--- src/rtl/vga_palette_output.sv ---
// VGA timing generator, frame-buffer address generator and palette lookup.
// Sync, blank and frame markers are delayed to line up with memory read data.
module vga_palette_output #(
    parameter int H_ACTIVE    = 640,
    parameter int H_FP        = 16,
    parameter int H_SYNC      = 96,
    parameter int H_BP        = 48,
    parameter int V_ACTIVE    = 480,
    parameter int V_FP        = 10,
    parameter int V_SYNC      = 2,
    parameter int V_BP        = 33,
    parameter int BIN_W       = 3,
    parameter int ADDR_W      = 19,
    parameter int MEM_LATENCY = 2,
    parameter int SCALE       = 0,
    parameter bit SYNC_POL    = 1'b0,
    localparam int NUM_COLORS = 2**BIN_W - 1
) (
    input  logic                    video_clk,
    input  logic                    reset,
    input  logic                    ready,
    input  logic [BIN_W-1:0]        bin_data,
    input  logic [12*NUM_COLORS-1:0] palette,
    output logic [ADDR_W-1:0]       memory_addr,
    output logic                    hsync,
    output logic                    vsync,
    output logic                    active,
    output logic                    frame_start,
    output logic [11:0]             video_out
);

    localparam int H_TOT = H_ACTIVE + H_FP + H_SYNC + H_BP;
    localparam int V_TOT = V_ACTIVE + V_FP + V_SYNC + V_BP;
    localparam int HW    = $clog2(H_TOT);
    localparam int VW    = $clog2(V_TOT);

    localparam logic [HW-1:0] H_LAST  = HW'(H_TOT - 1);
    localparam logic [HW-1:0] H_ACT   = HW'(H_ACTIVE);
    localparam logic [HW-1:0] HS_BEG  = HW'(H_ACTIVE + H_FP);
    localparam logic [HW-1:0] HS_END  = HW'(H_ACTIVE + H_FP + H_SYNC);
    localparam logic [HW-1:0] H_MASK  = HW'((1 << SCALE) - 1);

    localparam logic [VW-1:0] V_LAST  = VW'(V_TOT - 1);
    localparam logic [VW-1:0] V_ACT   = VW'(V_ACTIVE);
    localparam logic [VW-1:0] VS_BEG  = VW'(V_ACTIVE + V_FP);
    localparam logic [VW-1:0] VS_END  = VW'(V_ACTIVE + V_FP + V_SYNC);
    localparam logic [VW-1:0] V_MASK  = VW'((1 << SCALE) - 1);

    localparam logic [ADDR_W-1:0] ROW_STEP = ADDR_W'(H_ACTIVE >> SCALE);

    // Stage-0 state: beam position, incremental address terms, ready tag.
    logic [HW-1:0]     h;
    logic [VW-1:0]     v;
    logic [ADDR_W-1:0] col;
    logic [ADDR_W-1:0] row_base;
    logic              run;
    logic              rdy;

    logic [HW-1:0]     h_next;
    logic [VW-1:0]     v_next;
    logic [ADDR_W-1:0] col_next;
    logic [ADDR_W-1:0] row_next;
    logic [ADDR_W-1:0] addr_next;

    // Next beam position; the first clock out of reset holds (0,0).
    always_comb begin
        h_next   = h;
        v_next   = v;
        col_next = col;
        row_next = row_base;
        if (run) begin
            if (h == H_LAST) begin
                h_next   = '0;
                col_next = '0;
                if (v == V_LAST) begin
                    v_next   = '0;
                    row_next = '0;
                end else begin
                    v_next = v + 1'b1;
                    if ((v & V_MASK) == V_MASK)
                        row_next = row_base + ROW_STEP;
                end
            end else begin
                h_next = h + 1'b1;
                if ((h & H_MASK) == H_MASK)
                    col_next = col + 1'b1;
            end
        end
        addr_next = '0;
        if (ready && (h_next < H_ACT) && (v_next < V_ACT))
            addr_next = col_next + row_next;
    end

    // Register beam position, address and the ready tag together.
    always_ff @(posedge video_clk) begin
        if (reset) begin
            h           <= '0;
            v           <= '0;
            col         <= '0;
            row_base    <= '0;
            run         <= 1'b0;
            rdy         <= 1'b0;
            memory_addr <= '0;
        end else begin
            h           <= h_next;
            v           <= v_next;
            col         <= col_next;
            row_base    <= row_next;
            run         <= 1'b1;
            rdy         <= ready;
            memory_addr <= addr_next;
        end
    end

    // Timing flags for the current beam position: {hs, vs, act, fs}.
    logic [3:0] flags;

    // Decode sync windows, visibility and frame origin.
    always_comb begin
        flags    = '0;
        flags[3] = (h >= HS_BEG) && (h < HS_END);
        flags[2] = (v >= VS_BEG) && (v < VS_END);
        flags[1] = rdy && (h < H_ACT) && (v < V_ACT);
        flags[0] = run && (h == '0) && (v == '0);
    end

    logic [3:0] dly [MEM_LATENCY];

    // Delay the flags by the memory read latency.
    always_ff @(posedge video_clk) begin
        if (reset) begin
            for (int i = 0; i < MEM_LATENCY; i++)
                dly[i] <= '0;
        end else begin
            dly[0] <= flags;
            for (int i = 1; i < MEM_LATENCY; i++)
                dly[i] <= dly[i-1];
        end
    end

    logic [11:0] pal [2**BIN_W];

    // Unpack the flat palette; index 0 is always black.
    always_comb begin
        pal[0] = 12'h000;
        for (int k = 1; k <= NUM_COLORS; k++)
            pal[k] = palette[12*(k-1) +: 12];
    end

    logic [3:0] tail;
    assign tail = dly[MEM_LATENCY-1];

    // Output register: colour lookup plus aligned sync and markers.
    always_ff @(posedge video_clk) begin
        if (reset) begin
            hsync       <= ~SYNC_POL;
            vsync       <= ~SYNC_POL;
            active      <= 1'b0;
            frame_start <= 1'b0;
            video_out   <= 12'h000;
        end else begin
            hsync       <= tail[3] ? SYNC_POL : ~SYNC_POL;
            vsync       <= tail[2] ? SYNC_POL : ~SYNC_POL;
            active      <= tail[1];
            frame_start <= tail[0];
            video_out   <= tail[1] ? pal[bin_data] : 12'h000;
        end
    end

endmodule

--- config.mk ---
export PLATFORM = sky130hd
export DESIGN_NAME = vga_palette_output
export DESIGN_NICKNAME = d
export VERILOG_FILES = /design/src/rtl/vga_palette_output.sv
export SDC_FILE = /design/constraint.sdc
export NUM_CORES = 1
export LEC_CHECK = 0
export ABC_AREA = 0
export CAP_MARGIN = 20
export CELL_PAD_IN_SITES_DETAIL_PLACEMENT = 0
export CELL_PAD_IN_SITES_GLOBAL_PLACEMENT = 1
export CORE_MARGIN = 5
export CORE_UTILIZATION = 35
export DETAILED_ROUTE_END_ITERATION = 8
export GPL_ROUTABILITY_DRIVEN = 0
export PLACE_DENSITY_LB_ADDON = 0.1
export SLEW_MARGIN = 40
export SYNTH_ARGS = -nofsm -noshare
export SYNTH_HDL_FRONTEND = slang
export SYNTH_SLANG_ARGS = --single-unit
--- constraint.sdc ---
create_clock -name video_clk -period 5 [get_ports video_clk]
set_clock_uncertainty 0.1 [all_clocks]
set_input_delay 1.5 -clock video_clk [delete_from_list [all_inputs] [get_ports video_clk]]
set_output_delay 1.5 -clock video_clk [all_outputs]
set_load 0.01 [all_outputs]
After elaboration in Yosys (flattened, before gate mapping)
Memory sizes are Yosys's and may differ from the RTL's. Cells that the tools add are included.

$add $sub $neg: 5. Reduce and logical (&&, ||, !) cells: 12. Multiplexer cells: 20. $lt $le $gt $ge: 9. Equal/unequal tests: 2. Bitwise logic cells: 5.

Operators by type and width (number): $mux 19 (5); $mux 10 (5); $bmux 12 s3 (1); $lt 10x10->1 const B (3); $lt 10x9->1 const B (3); $mux 12 (2); $add 10x1->10 const B (2); $eq 10x10->1 const B (2); $logic_not 10->1 (2); $add 19x1->19 const B (1); $add 19x10->19 const B (1); $add 19x19->19 (1); $ge 10x10->1 const B (1); $ge 10x9->1 const B (1); $logic_and 1x1->1 (8); $mux 4 (2); $mux 1 (5); $ge 4x4->1 const B (1); $not 3->4 (1); $reduce_or 2->1 (2); $not 1->1 (2); $or 1x1->1 (2).

Memories: 1. Input port bits: 90. Output and inout port bits: 35. Word-level logic and storage cells: 66. Bits in writable memories: 8. Flip-flop bits (word level): 95.

Memories: dly (words 2, width 4, rd ports 2, clocked after Yosys merged registers in 0, wr ports 2, RTL line 127) `logic [3:0] dly [MEM_LATENCY];`.

Logic depth before layout (Yosys ltp)
Gate-level depths: netlist (run 1).

Depth after elaboration: 8. Depth in mapped cells: 17. Depth with buffers taken out: 16.

Worst setup path after synthesis (run 1)
OpenSTA, ideal clock, no wires.

Path kind: register -> register. Start: reg h[0]. End: reg memory_addr[14]. Arrival time: 3.399 ns. Stages on the path, launching flop included: 16. Path buffers: 2. Required time: 4.770 ns. Setup time: 0.130 ns. Setup slack: 1.371 ns. Period minus slack after synthesis: 3.629 ns. Cells stage by stage: dfxtp_1 > ha_1 > nand4_2 > or3_1 > buf_2 > nor2_1 > nand2_1 > clkbuf_1 > and2_1 > ha_1 > o21a_1 > o21ai_0 > a31oi_1 > a2111o_1 > a21oi_1 > nor3b_1.

Elaborated cells on any way between the ends: 17. Those cells by class: add/sub (2); order compare (2); eq/ne (1); mux (8); bitwise (1); reduce/logical (3).

RTL lines: from (decl) (RTL line 52) `logic [HW-1:0] h;`; from (signal assigned) (RTL line 105) `h <= h_next;`; $eq 10x10->1 (RTL line 72) `if (h == H_LAST) begin`; $mux 19 (RTL line 72); $mux 19 (RTL line 71) `if (run) begin`; net row_next[6] (RTL line 62) `logic [ADDR_W-1:0] row_next;`; $add 19x19->19 (RTL line 91) `addr_next = col_next + row_next;`; to (signal assigned) (RTL line 111) `memory_addr <= addr_next;`; to (decl) (RTL line 24) `output logic [ADDR_W-1:0] memory_addr,`.

The timed path passes the listed nets, and every way through them passes these cells. A chain may end at the register's enable or synchronous reset.

Worst setup path in the final report (run 1)
Same ends and word-level chain as after synthesis.

==> flow_summary_export.csv, run 1 <==
group,metric,value,unit
status,status,"finished, final reports clean",
final_layout,diodes,0,
synth,synth_edf_count,0,
timing,min_period,4.27,ns
final_layout,drive_gt1_frac,0.0751,
worst_hold_path,worst_hold_path_type,"register to register",
global_route,grt_pass1_vias,4881,
routing,vias,4858,
global_route,grt_pass1_wl,24100,µm
synth,syn_inst,644,
synth,synth-xor-area-share,0.0847,
timing,grt_setup_unrepaired,"false",
global_route,antenna_found_initial,0,
final_layout,area_growth,31.8,%
clock_tree,path_clk_slew,0.07,ns
placed_design,place_area,7030,µm²
routing,drcViolationCount,0,
clock_tree,cts.sinks,103,
synth,synthAdderAreaFrac,0.0596,
synth,synth_area_leaders,"dfxtp_1 37%, nor2_1 7.9%, xor2_1 5.8%",
synth,netlist.area_leader.share,0.369,
flow_run,drv_cap,0,
clock_tree,clkLatencyLatePin,0.35,ns
synth,synth_compound_area_frac,0.116,
global_route,grt.total_usage,0.161,
die,placeableCoreArea,15800,µm²
synth,synth.avg_cell_area,8.67,µm²
timing,worstMarginPinSlew,0.797,ns
routing,wire_per_inst,14.9,µm
timing,timing.final.crit_share,0.854,
critical_path,crit_type,"register to register",
global_route,grt.overflow.total,0,
timing,finalSetupTns,0,ns
critical_path,start_kind,"register",
critical_path,worstReg2RegEnd,"memory_addr[14]$_SDFF_PP0_",
clock_tree,cts.repair.resized,0,
critical_path,crit_path_end_kind,"register",
clock_tree,cts-root-buf,"clkbuf_16",
timing,max_freq,234,MHz
critical_path,arrival,4.38,ns
die,die_y,136,µm
synth,yosys_warnings,0,
synth,synth.most_common_cell,"nor2_1",
final_layout,final_area,7360,µm²
clock_tree,cts_setup_buffers,0,
clock_tree,cts-buffers-inserted,9,
synth,synth_simple_gate_area_frac,0.256,
critical_path,cp_max_fo,15,
routing,drtIter0Drc,251,
global_route,grt_max_degree,39,
synth,synth_top_family_by_area,"simple AND/OR/NAND/NOR gates",
routing,finalWirelength,14500,µm
die,dieArea,18600,µm²
final_layout,finalNetCount,871,
pwr,p_leak,0.00288,µW
clock_tree,cts_tree,"done",
critical_path,worst_ep_required_time,5.10,ns
die,num_rows,46,
timing,relSlewSlack,0.467,
timing,finalSetupViolations,0,
timing,drv_slew,0,
synth,yosys.area.top_type,"dfxtp_1",
clock_tree,htreeDepth,3,
synth,async_flop_share,0,
placed_design,dp_cells,960,
routing,first_pass_iters,4,
critical_path,crit_path_start,"h[0]$_SDFFE_PP0P_",
synth,synth_seq_cells,103,
die,die_w,136,µm
synth,synth.area.mux_share,0.0800,
synth,ys_types,55,
die,start_util,0.354,
pwr,vdd_drop_max,0.151,mV
placed_design,dpl.hpwl,11400,µm
clock_tree,postCtsHoldBufs,0,
final_layout,stdcell_count,975,
clock_tree,cts_buffer_depth,2,
routing,vias_per_cell,4.98,
synth,synth_commonest_cells,"118 x nor2_1, 103 x dfxtp_1, 41 x nand2_1",
die,ios,125,
routing,final_antenna_net_count,0,
synth,synth_seq_area_share,0.369,
critical_path,crit_end,"memory_addr[14]$_SDFF_PP0_",
critical_path,r2r_slack,0.73,ns
critical_path,timing.rr.start,"h[0]$_SDFFE_PP0P_",
pwr,power.density,245,nW/µm²
placed_design,numPortBuffers,124,
timing,hold_viol,0,
synth,synth_fp_nets,760,
synth,syn-cell-area,5590,µm²
synth,ys.flop_type,"dfxtp_1",
worst_hold_path,min_from,"dly[0][6]$_SDFF_PP0_",
critical_path,r2r_cells,14,
==> worst max-delay path, stage by stage (launching register included) <==
cell and delay (ns):
dfxtp_1 0.40, ha_1 0.23, nand4_2 0.16, or3_1 0.40, buf_4 0.19, nor2_1 0.27, nand2_1 0.33, and2_1 0.27
ha_1 0.34, o21a_1 0.19, o21ai_0 0.40, a31oi_1 0.15, a2111o_1 0.47, a21oi_1 0.15, nor3b_1 0.06
==> logic make-up after synthesis <==
family / after synthesis
AOI/OAI and AO/OA: 94
buffers and inverters: 48
DFF: 103
and+or+nand+nor: 291
muxes: 28
adders and majority gates: 26
xor gates and xnor gates: 54
==> sequential cells by signal, summed over array words and instances, names as in the netlist <==
name,cells
dly,8
memory_addr,19
active,1
row_base,19
run,1
h,10
col,19
video_out,12
v,10
frame_start,1
rdy,1
vsync,1
hsync,1
==> power breakdown <==
part	switching, µW	total [µW]	internal, µW
Clock	310	796	486
Combinational	64.8	173	108
Sequential	4.75	833	828
==> worst min-delay path by stage <==
stage | to | slack, ns | depth (start not counted)
detailed placement | vsync$_SDFF_PP1_ | 0.25 | 1
finish | vsync$_SDFF_PP1_ | 0.27 | 1
global placement | vsync$_SDFF_PP1_ | 0.25 | 1
CTS | vsync$_SDFF_PP1_ | 0.27 | 1
floorplan | hsync$_SDFF_PP1_ | 0.24 | 1
global route | vsync$_SDFF_PP1_ | 0.29 | 1
==> metrics by stage <==
stage	util	total power (µW)	setup slack (ns)	hold WS (ns)
final	0.467	1800	0.728	0.265
after detailed placement	0.446	1030	0.754	0.250
after global placement	0.446	1030	0.866	0.248
after global routing	0.467	1880	0.239	0.286
after floorplan	-	931	1.37	0.243
after CTS	0.467	1830	0.724	0.268
==> cell type report <==
type / count / area [µm²]
Clock buffer: 9 / 225
Clock inverter: 6 / 110
Fill cell: 1515 / 8410
Inverter: 16 / 60.1
Multi-Input combinational cell: 493 / 3330
Sequential cell: 103 / 2060
Tap cell: 216 / 270
Timing Repair Buffer: 132 / 1300
==> metal layers <==
metal  part of all wire  global-route usage  up-vias
met2               0.49               0.287      114
met3              0.052              0.0363       15
li1                   -                   -     2487
met1               0.44               0.195     2242
met5                  0                   0        -
met4              0.015              0.0459        0
==> cells in the final DEF, fill, tap and decap left out, types with 6 or more instances in the layout <==
| master | n |
|---|---|
| inv_1 | 16 |
| nand2b_1 | 6 |
| nor3_1 | 22 |
| clkbuf_16 | 9 |
| nand4_1 | 18 |
| clkdlybuf4s50_1 | 124 |
| and4_1 | 8 |
| mux2_2 | 13 |
| and3_1 | 14 |
| xor2_1 | 37 |
| o21ai_0 | 11 |
| ha_1 | 25 |
| xnor2_1 | 17 |
| a21oi_1 | 28 |
| nor2b_1 | 11 |
| buf_4 | 8 |
| nand3_1 | 16 |
| dfxtp_1 | 103 |
| nor2_1 | 118 |
| nand2_1 | 41 |
| a22oi_1 | 11 |
| and2_1 | 15 |
| a21o_1 | 9 |
| mux4_2 | 12 |
No activity file was read; power rests on OpenSTA's default activity.
==> run 2, diff against run 1 <==
--- a/config.mk
+++ b/config.mk
@@ -14,6 +14,7 @@
 export DETAILED_ROUTE_END_ITERATION = 8
 export GPL_ROUTABILITY_DRIVEN = 0
 export PLACE_DENSITY_LB_ADDON = 0.1
+export SKIP_LAST_GASP = 1
 export SLEW_MARGIN = 40
 export SYNTH_ARGS = -nofsm -noshare
 export SYNTH_HDL_FRONTEND = slang
==> results of run 2 <==
No change in the layout: final DEF, timing and power equal those of run 1.
